## config.mk

```make
export PLATFORM = sky130hd
export DESIGN_NAME = rr_stream_mux
export DESIGN_NICKNAME = d
export VERILOG_FILES = /design/src/rtl/mux_pkg.sv /design/src/rtl/rr_arbiter.sv /design/src/rtl/rr_stream_mux.sv
export SDC_FILE = /design/constraint.sdc
export NUM_CORES = 1
export LEC_CHECK = 0
export ABC_CLOCK_PERIOD_IN_PS = 7050
export BUFFER_PORTS_ARGS = -buffer_cell sky130_fd_sc_hd__buf_2
export CAP_MARGIN = 10
export CORE_ASPECT_RATIO = 2
export CORE_MARGIN = 2
export CORE_UTILIZATION = 49
export DETAILED_ROUTE_END_ITERATION = 16
export GPL_ROUTABILITY_DRIVEN = 0
export HOLD_SLACK_MARGIN = 0.05
export MAX_ROUTING_LAYER = met4
export PLACE_DENSITY = 0.95
export SLEW_MARGIN = 10
export SYNTH_ARGS = -nofsm -noshare
export SYNTH_HDL_FRONTEND = slang
export SYNTH_SLANG_ARGS = --single-unit
```

## constraint.sdc

```tcl
create_clock -name clk -period 7.05 [get_ports clk]
set_input_delay 0.3525 -clock clk [delete_from_list [all_inputs] [get_ports clk]]
set_output_delay 0.3525 -clock clk [all_outputs]
set_load 0.005 [all_outputs]
```

## src/rtl/mux_pkg.sv

```systemverilog
// Shared constants and helpers for the round-robin stream multiplexer family.
package mux_pkg;

  localparam int MUX_NUM_CH_DEF = 4;
  localparam int MUX_DATA_W_DEF = 16;

  // Channel-ID width for a given channel count (at least one bit).
  function automatic int mux_sel_w(input int num_ch);
    return (num_ch > 1) ? $clog2(num_ch) : 1;
  endfunction

endpackage

```

## src/rtl/rr_arbiter.sv

```systemverilog
// Combinational round-robin arbiter: first requester at or after ptr, wrapping.
module rr_arbiter
  import mux_pkg::*;
#(
  parameter  int NUM_CH = MUX_NUM_CH_DEF,
  localparam int SEL_W  = mux_sel_w(NUM_CH)
) (
  input  logic [NUM_CH-1:0] req,
  input  logic [SEL_W-1:0]  ptr,
  input  logic              en,
  output logic [NUM_CH-1:0] grant,
  output logic [SEL_W-1:0]  grant_id,
  output logic              any_grant
);

  int idx;

  always_comb begin
    grant     = '0;
    grant_id  = '0;
    any_grant = 1'b0;
    idx       = 0;
    for (int off = 0; off < NUM_CH; off++) begin
      // ptr is always below NUM_CH, so one subtraction wraps the search index.
      idx = int'(ptr) + off;
      if (idx >= NUM_CH) idx = idx - NUM_CH;
      if (en && !any_grant && req[idx]) begin
        grant[idx] = 1'b1;
        grant_id   = SEL_W'(idx);
        any_grant  = 1'b1;
      end
    end
  end

endmodule

```

## src/rtl/rr_stream_mux.sv

```systemverilog
// N-channel valid/ready stream mux with round-robin arbitration and a registered output.
// Optional RR_STREAM_MUX_FORCE_EN adds force_en/force_sel to pin arbitration to one channel.
module rr_stream_mux
  import mux_pkg::*;
#(
  parameter  int NUM_CH = MUX_NUM_CH_DEF,
  parameter  int DATA_W = MUX_DATA_W_DEF,
  localparam int SEL_W  = mux_sel_w(NUM_CH)
) (
  input  logic                     clk,
  input  logic                     reset,
  input  logic [NUM_CH*DATA_W-1:0] in_data,
  input  logic [NUM_CH-1:0]        in_valid,
  output logic [NUM_CH-1:0]        in_ready,
  output logic [DATA_W-1:0]        out_data,
  output logic [SEL_W-1:0]         out_sel,
  output logic                     out_valid,
  input  logic                     out_ready
`ifdef RR_STREAM_MUX_FORCE_EN
  ,
  input  logic                     force_en,
  input  logic [SEL_W-1:0]         force_sel
`endif
);

  logic [DATA_W-1:0] out_data_q, out_data_d;
  logic [SEL_W-1:0]  out_sel_q, out_sel_d;
  logic              out_valid_q, out_valid_d;
  logic [SEL_W-1:0]  ptr_q, ptr_d;

  logic              load;
  logic              arb_en;
  logic              any_grant;
  logic              ptr_upd;
  logic [NUM_CH-1:0] req;
  logic [NUM_CH-1:0] grant;
  logic [SEL_W-1:0]  grant_id;
  logic [DATA_W-1:0] in_word [NUM_CH];

  for (genvar gi = 0; gi < NUM_CH; gi++) begin : g_word
    assign in_word[gi] = in_data[gi*DATA_W +: DATA_W];
  end

  // Register can take a word when empty or being drained this cycle.
  assign load   = !out_valid_q || out_ready;
  assign arb_en = load && !reset;

`ifdef RR_STREAM_MUX_FORCE_EN
  logic [NUM_CH-1:0] force_mask;

  always_comb begin
    force_mask = '0;
    for (int i = 0; i < NUM_CH; i++) begin
      force_mask[i] = (int'(force_sel) == i);
    end
  end

  assign req     = force_en ? (in_valid & force_mask) : in_valid;
  assign ptr_upd = !force_en;
`else
  assign req     = in_valid;
  assign ptr_upd = 1'b1;
`endif

  rr_arbiter #(
    .NUM_CH (NUM_CH)
  ) u_arb (
    .req       (req),
    .ptr       (ptr_q),
    .en        (arb_en),
    .grant     (grant),
    .grant_id  (grant_id),
    .any_grant (any_grant)
  );

  assign in_ready = grant;

  always_comb begin
    out_data_d  = out_data_q;
    out_sel_d   = out_sel_q;
    out_valid_d = out_valid_q;
    ptr_d       = ptr_q;
    if (load) begin
      if (any_grant) begin
        out_data_d  = in_word[grant_id];
        out_sel_d   = grant_id;
        out_valid_d = 1'b1;
        if (ptr_upd) begin
          ptr_d = (grant_id == SEL_W'(NUM_CH-1)) ? '0 : grant_id + SEL_W'(1);
        end
      end else begin
        out_valid_d = 1'b0;
      end
    end
  end

  always_ff @(posedge clk) begin
    if (reset) begin
      out_data_q  <= '0;
      out_sel_q   <= '0;
      out_valid_q <= 1'b0;
      ptr_q       <= '0;
    end else begin
      out_data_q  <= out_data_d;
      out_sel_q   <= out_sel_d;
      out_valid_q <= out_valid_d;
      ptr_q       <= ptr_d;
    end
  end

  assign out_data  = out_data_q;
  assign out_sel   = out_sel_q;
  assign out_valid = out_valid_q;

endmodule

```

==> results.txt <==
The run gives 0 as the final setup violation count. From synthesis to final layout, the design area changed by 27.2%. The design internal power was 370 uW.

For the worst setup path, the data arrival time is 3.08 ns. The tools report the clock sink count as 21. Net load switching power: 267 uW. Traced cell by cell, the critical path runs through inv_1 -> ha_1 -> mux4_2 -> nor2_1 -> and3_1 -> a22oi_1 -> o21ai_0 -> buf_2. The post-synth net total was 252; the number of buffers inserted for hold repair after clock tree synthesis was 0. Row generation in the floorplan step produced 31 rows. In the routed layout, each cell is associated on average with a via count of 5.91. For this run, asynchronously set or reset flops after synthesis account for 0%. The vertical die dimension came out at 89.7 um. Across every metal layer, demand over resource in global routing totals 24.3%.

TritonCTS built the clock tree. For this run, the number of Yosys warnings is 0. Adding up every negative setup slack in the final design gives 0 ns. Entering global routing, the biggest net connects 29 pins. Average detailed-routed wire length per instance: 15.9 um.

The most critical setup path has its endpoint at in_ready[1]. The completed layout was analyzed and its total power is 638 uW. Power spread over the standard cell area amounts to 279 mW/mm2.

Measured in cells, the most critical reg-to-reg path has a length of 7. The launching element of the worst setup path was ptr_q[0]$_SDFFE_PP0P_. The number of endpoints with negative hold slack in the final report was 0. For the reg-to-reg setup timing slack, the log shows 3.62 ns. Biggest area consumer among synthesized cells: sky130_fd_sc_hd__dfxtp_1. Most used flip-flop cell after synthesis: sky130_fd_sc_hd__dfxtp_1. The slew at the pin closest to its max-slew limit was 0.655 ns.

The count of buffers added on input and output ports is 93. For this run, the slowest stage of the critical path takes 0.64 ns. The tools report the total die area as 0.00420 mm2. The floorplan step set the die width to 46.8 um.

Counting the buffers created by CTS gives 3. Startpoint type of the worst setup path: a register. 94 I/O pins were placed. The time the final worst path needs with I/O delays and setup came out at 3.43 ns. After layout, the worst path uses 48.7% of the clock period. The share of power burned in the clock network is 12.3%. For this run, design rule violations remaining after detail routing come to 0. Leaving out fill and tap cells, the most frequent cells in the layout are 93 x sky130_fd_sc_hd__buf_2, 21 x sky130_fd_sc_hd__dfxtp_1, 18 x sky130_fd_sc_hd__mux2i_1. The via count of the first global-routing pass is 1744, and the first-pass GRT wire length is 7390 um.

For this design, the slowest cell found on the critical path is sky130_fd_sc_hd__mux4_2. The half-perimeter wire length after placement was 3900 um. Maximum clock insertion buffer count: 2.

The initial standard-cell utilization of the core was 50.4%. The fill cell instance count of the final layout is 321. The later pin in the worst-skew pair is clocked with a latency of 0.26 ns. After synthesis, flip-flops and latches occupy 23.4% of the total area. The tools report the residual overflow from global routing as 0. Setup repair after global routing left no endpoint under its margin. The maximum net fanout on the critical path is 11, and the data required time at the worst endpoint is 6.70 ns. The first routing iteration left 22 violations.

The tools report the critical register-to-register path startpoint as ptr_q[0]$_SDFFE_PP0P_. The capture instance of the worst register-to-register path was out_data[11]$_SDFFE_PP0P_. Across the run, the number of max-cap violations was 0. Summed over all cells, the static leakage comes to 1.08 nW. The min-delay analysis places its worst path in the category in -> reg. The core region is 0.00357 mm2.

Detailed routing inserted a total of 1832 vias. The net count reported at finish came out at 339. The tools report the sum of routed wire length over all layers as 4920 um. The sequential share of power is 29.5%, and the post-synthesis area per instance is 10.3 um2. The initial antenna violation count came out at 0.

In this run, synthesis inferred 0 flip-flops with an integrated enable. The root buffer cell chosen for the clock tree is sky130_fd_sc_hd__clkbuf_8. On the final layout, the worst hold slack is 0.407 ns. The most common cell after layout, fill and taps aside is sky130_fd_sc_hd__buf_2. Synthesis produced a netlist whose cell count is 175. The synthesized area is 0.00180 mm2, and the distinct cell type count after synthesis is 43. The tools report the number of nets with antenna violations after detailed routing as 0. The classification of the worst setup path is reg -> out. The number of antenna diodes in the final layout is 0. The share of total power dissipated in combinational logic is 58.1%.

The clock transition at the registers of the reported paths came out at 0.08 ns. The maximum level of the CTS H-tree is 1, and the top achievable clock speed is 291 MHz. The flow ran to the end, and the final reports show no timing, DRC or antenna violations. In this run the tightest slew margin relative to its limit is 56.3%.

The peak ir drop on the vdd network is 205 uV. The fraction of power spent switching nets works out to 41.9%. Clock skew on the completed layout was measured at 0.00787 ns. Once the clock tree was built, the setup fixing pass inserted 0 buffers. By area the synthesized netlist is led by sky130_fd_sc_hd__dfxtp_1 23%, sky130_fd_sc_hd__mux2i_1 10%, sky130_fd_sc_hd__a221oi_2 6.7%. Layout cell share with drive strength beyond 1: 46.7%. Final max-slew violation count: 0.

The share of synthesized area in the top cell type comes to 23.4%. Synthesis inferred 21 register bits. For the total of cells resized after clock tree synthesis, the log shows 0. The worst setup path is captured at an output port. The first TritonRoute pass finished after 4 iterations.
[flip-flops by register name, summed over array words and instances (netlist names)]
name,count
out_data,16
out_sel,2
ptr_q,2
out_valid,1
[per-layer routing]
| metal | vias to the layer above | GRT usage (%) | wire length (um) |
|---|---|---|---|
| met1 | 857 | 24.5 | 1740 |
| met4 | 0 | 10.6 | 156 |
| met5 | - | - | 0 |
| met3 | 15 | 2.80 | 238 |
| li1 | 867 | - | - |
| met2 | 93 | 44.3 | 2790 |
[cells in the mapped netlist, drive strengths merged, types with 3 or more instances]
cell / number
dfxtp: 21
mux2i: 18
o21ai: 12
a21oi: 10
a22oi: 9
a221oi: 8
o21bai: 8
a211o: 7
buf: 7
mux2: 7
nand3: 7
nor3b: 7
ha: 6
nor2: 6
clkbuf: 5
a211oi: 4
mux4: 4
nand2: 4
nor2b: 4
o211a: 3
[cell type report]
type                            instances  area, um2  area share, %
Multi-Input combinational cell        140       1280           55.9
Timing Repair Buffer                   94        473           20.7
Sequential cell                        21        420           18.4
Tap cell                               49       61.3           2.68
Clock buffer                            3       41.3           1.80
Inverter                                2       7.51          0.328
Clock inverter                          1       5.00          0.219
[critical path, delay by kind of cell, from the launching register on]
family	cells	cell delay, ns
AO/OA/AOI/OAI	2	0.19
adder cells (fa/ha/maj)	1	0.46
buffers and inverters	2	0.36
flip-flops	1	0.63
multiplexers	1	0.64
AND/OR/NAND/NOR	2	0.54
[cells by family (layout without fill, tap and decap cells)]
logic type | after synthesis | in the layout | share of synthesized area [%]
adders and majority gates | 6 | 6 | 4.17
AOI/OAI and AO/OA | 69 | 69 | 33.8
DFF | 21 | 21 | 23.4
muxes | 29 | 29 | 19.4
and+or+nand+nor | 36 | 36 | 13.8
buffers and inverters | 14 | 100 | 5.49
[power groups by stage]
stage / sequential (mW) / clock (mW) / combinational, mW
after floorplan: 0.184 / 0 / 0.285
after global placement: 0.189 / 0 / 0.360
after detailed placement: 0.190 / 0 / 0.371
after CTS: 0.188 / 0.0815 / 0.371
after global routing: 0.193 / 0.0872 / 0.403
final: 0.188 / 0.0787 / 0.371
[through the flow]
stage	util (%)	area [um2]	worst slack, ns	std cells
detailed placement	62.8	2240	3.63	306
global route	64.1	2290	3.40	310
floorplan	-	1800	4.21	175
finish	64.1	2290	3.62	310
global placement	62.8	2240	3.74	306
CTS	64.1	2290	3.62	310
[how the worst min path moves through the flow]
stage                                          end  slack, ns               startpoint  cells past startpoint
after floorplan            out_sel[0]$_SDFFE_PP0P_       0.47  out_sel[0]$_SDFFE_PP0P_                      2
after global placement     out_sel[0]$_SDFFE_PP0P_       0.48  out_sel[0]$_SDFFE_PP0P_                      2
after CTS                 out_data[6]$_SDFFE_PP0P_       0.41               in_data[6]                      3
after global routing      out_data[1]$_SDFFE_PP0P_       0.41               in_data[1]                      3
final                     out_data[6]$_SDFFE_PP0P_       0.41               in_data[6]                      3
after detailed placement   out_sel[0]$_SDFFE_PP0P_       0.48  out_sel[0]$_SDFFE_PP0P_                      2
(Power assumes the default switching activity.)
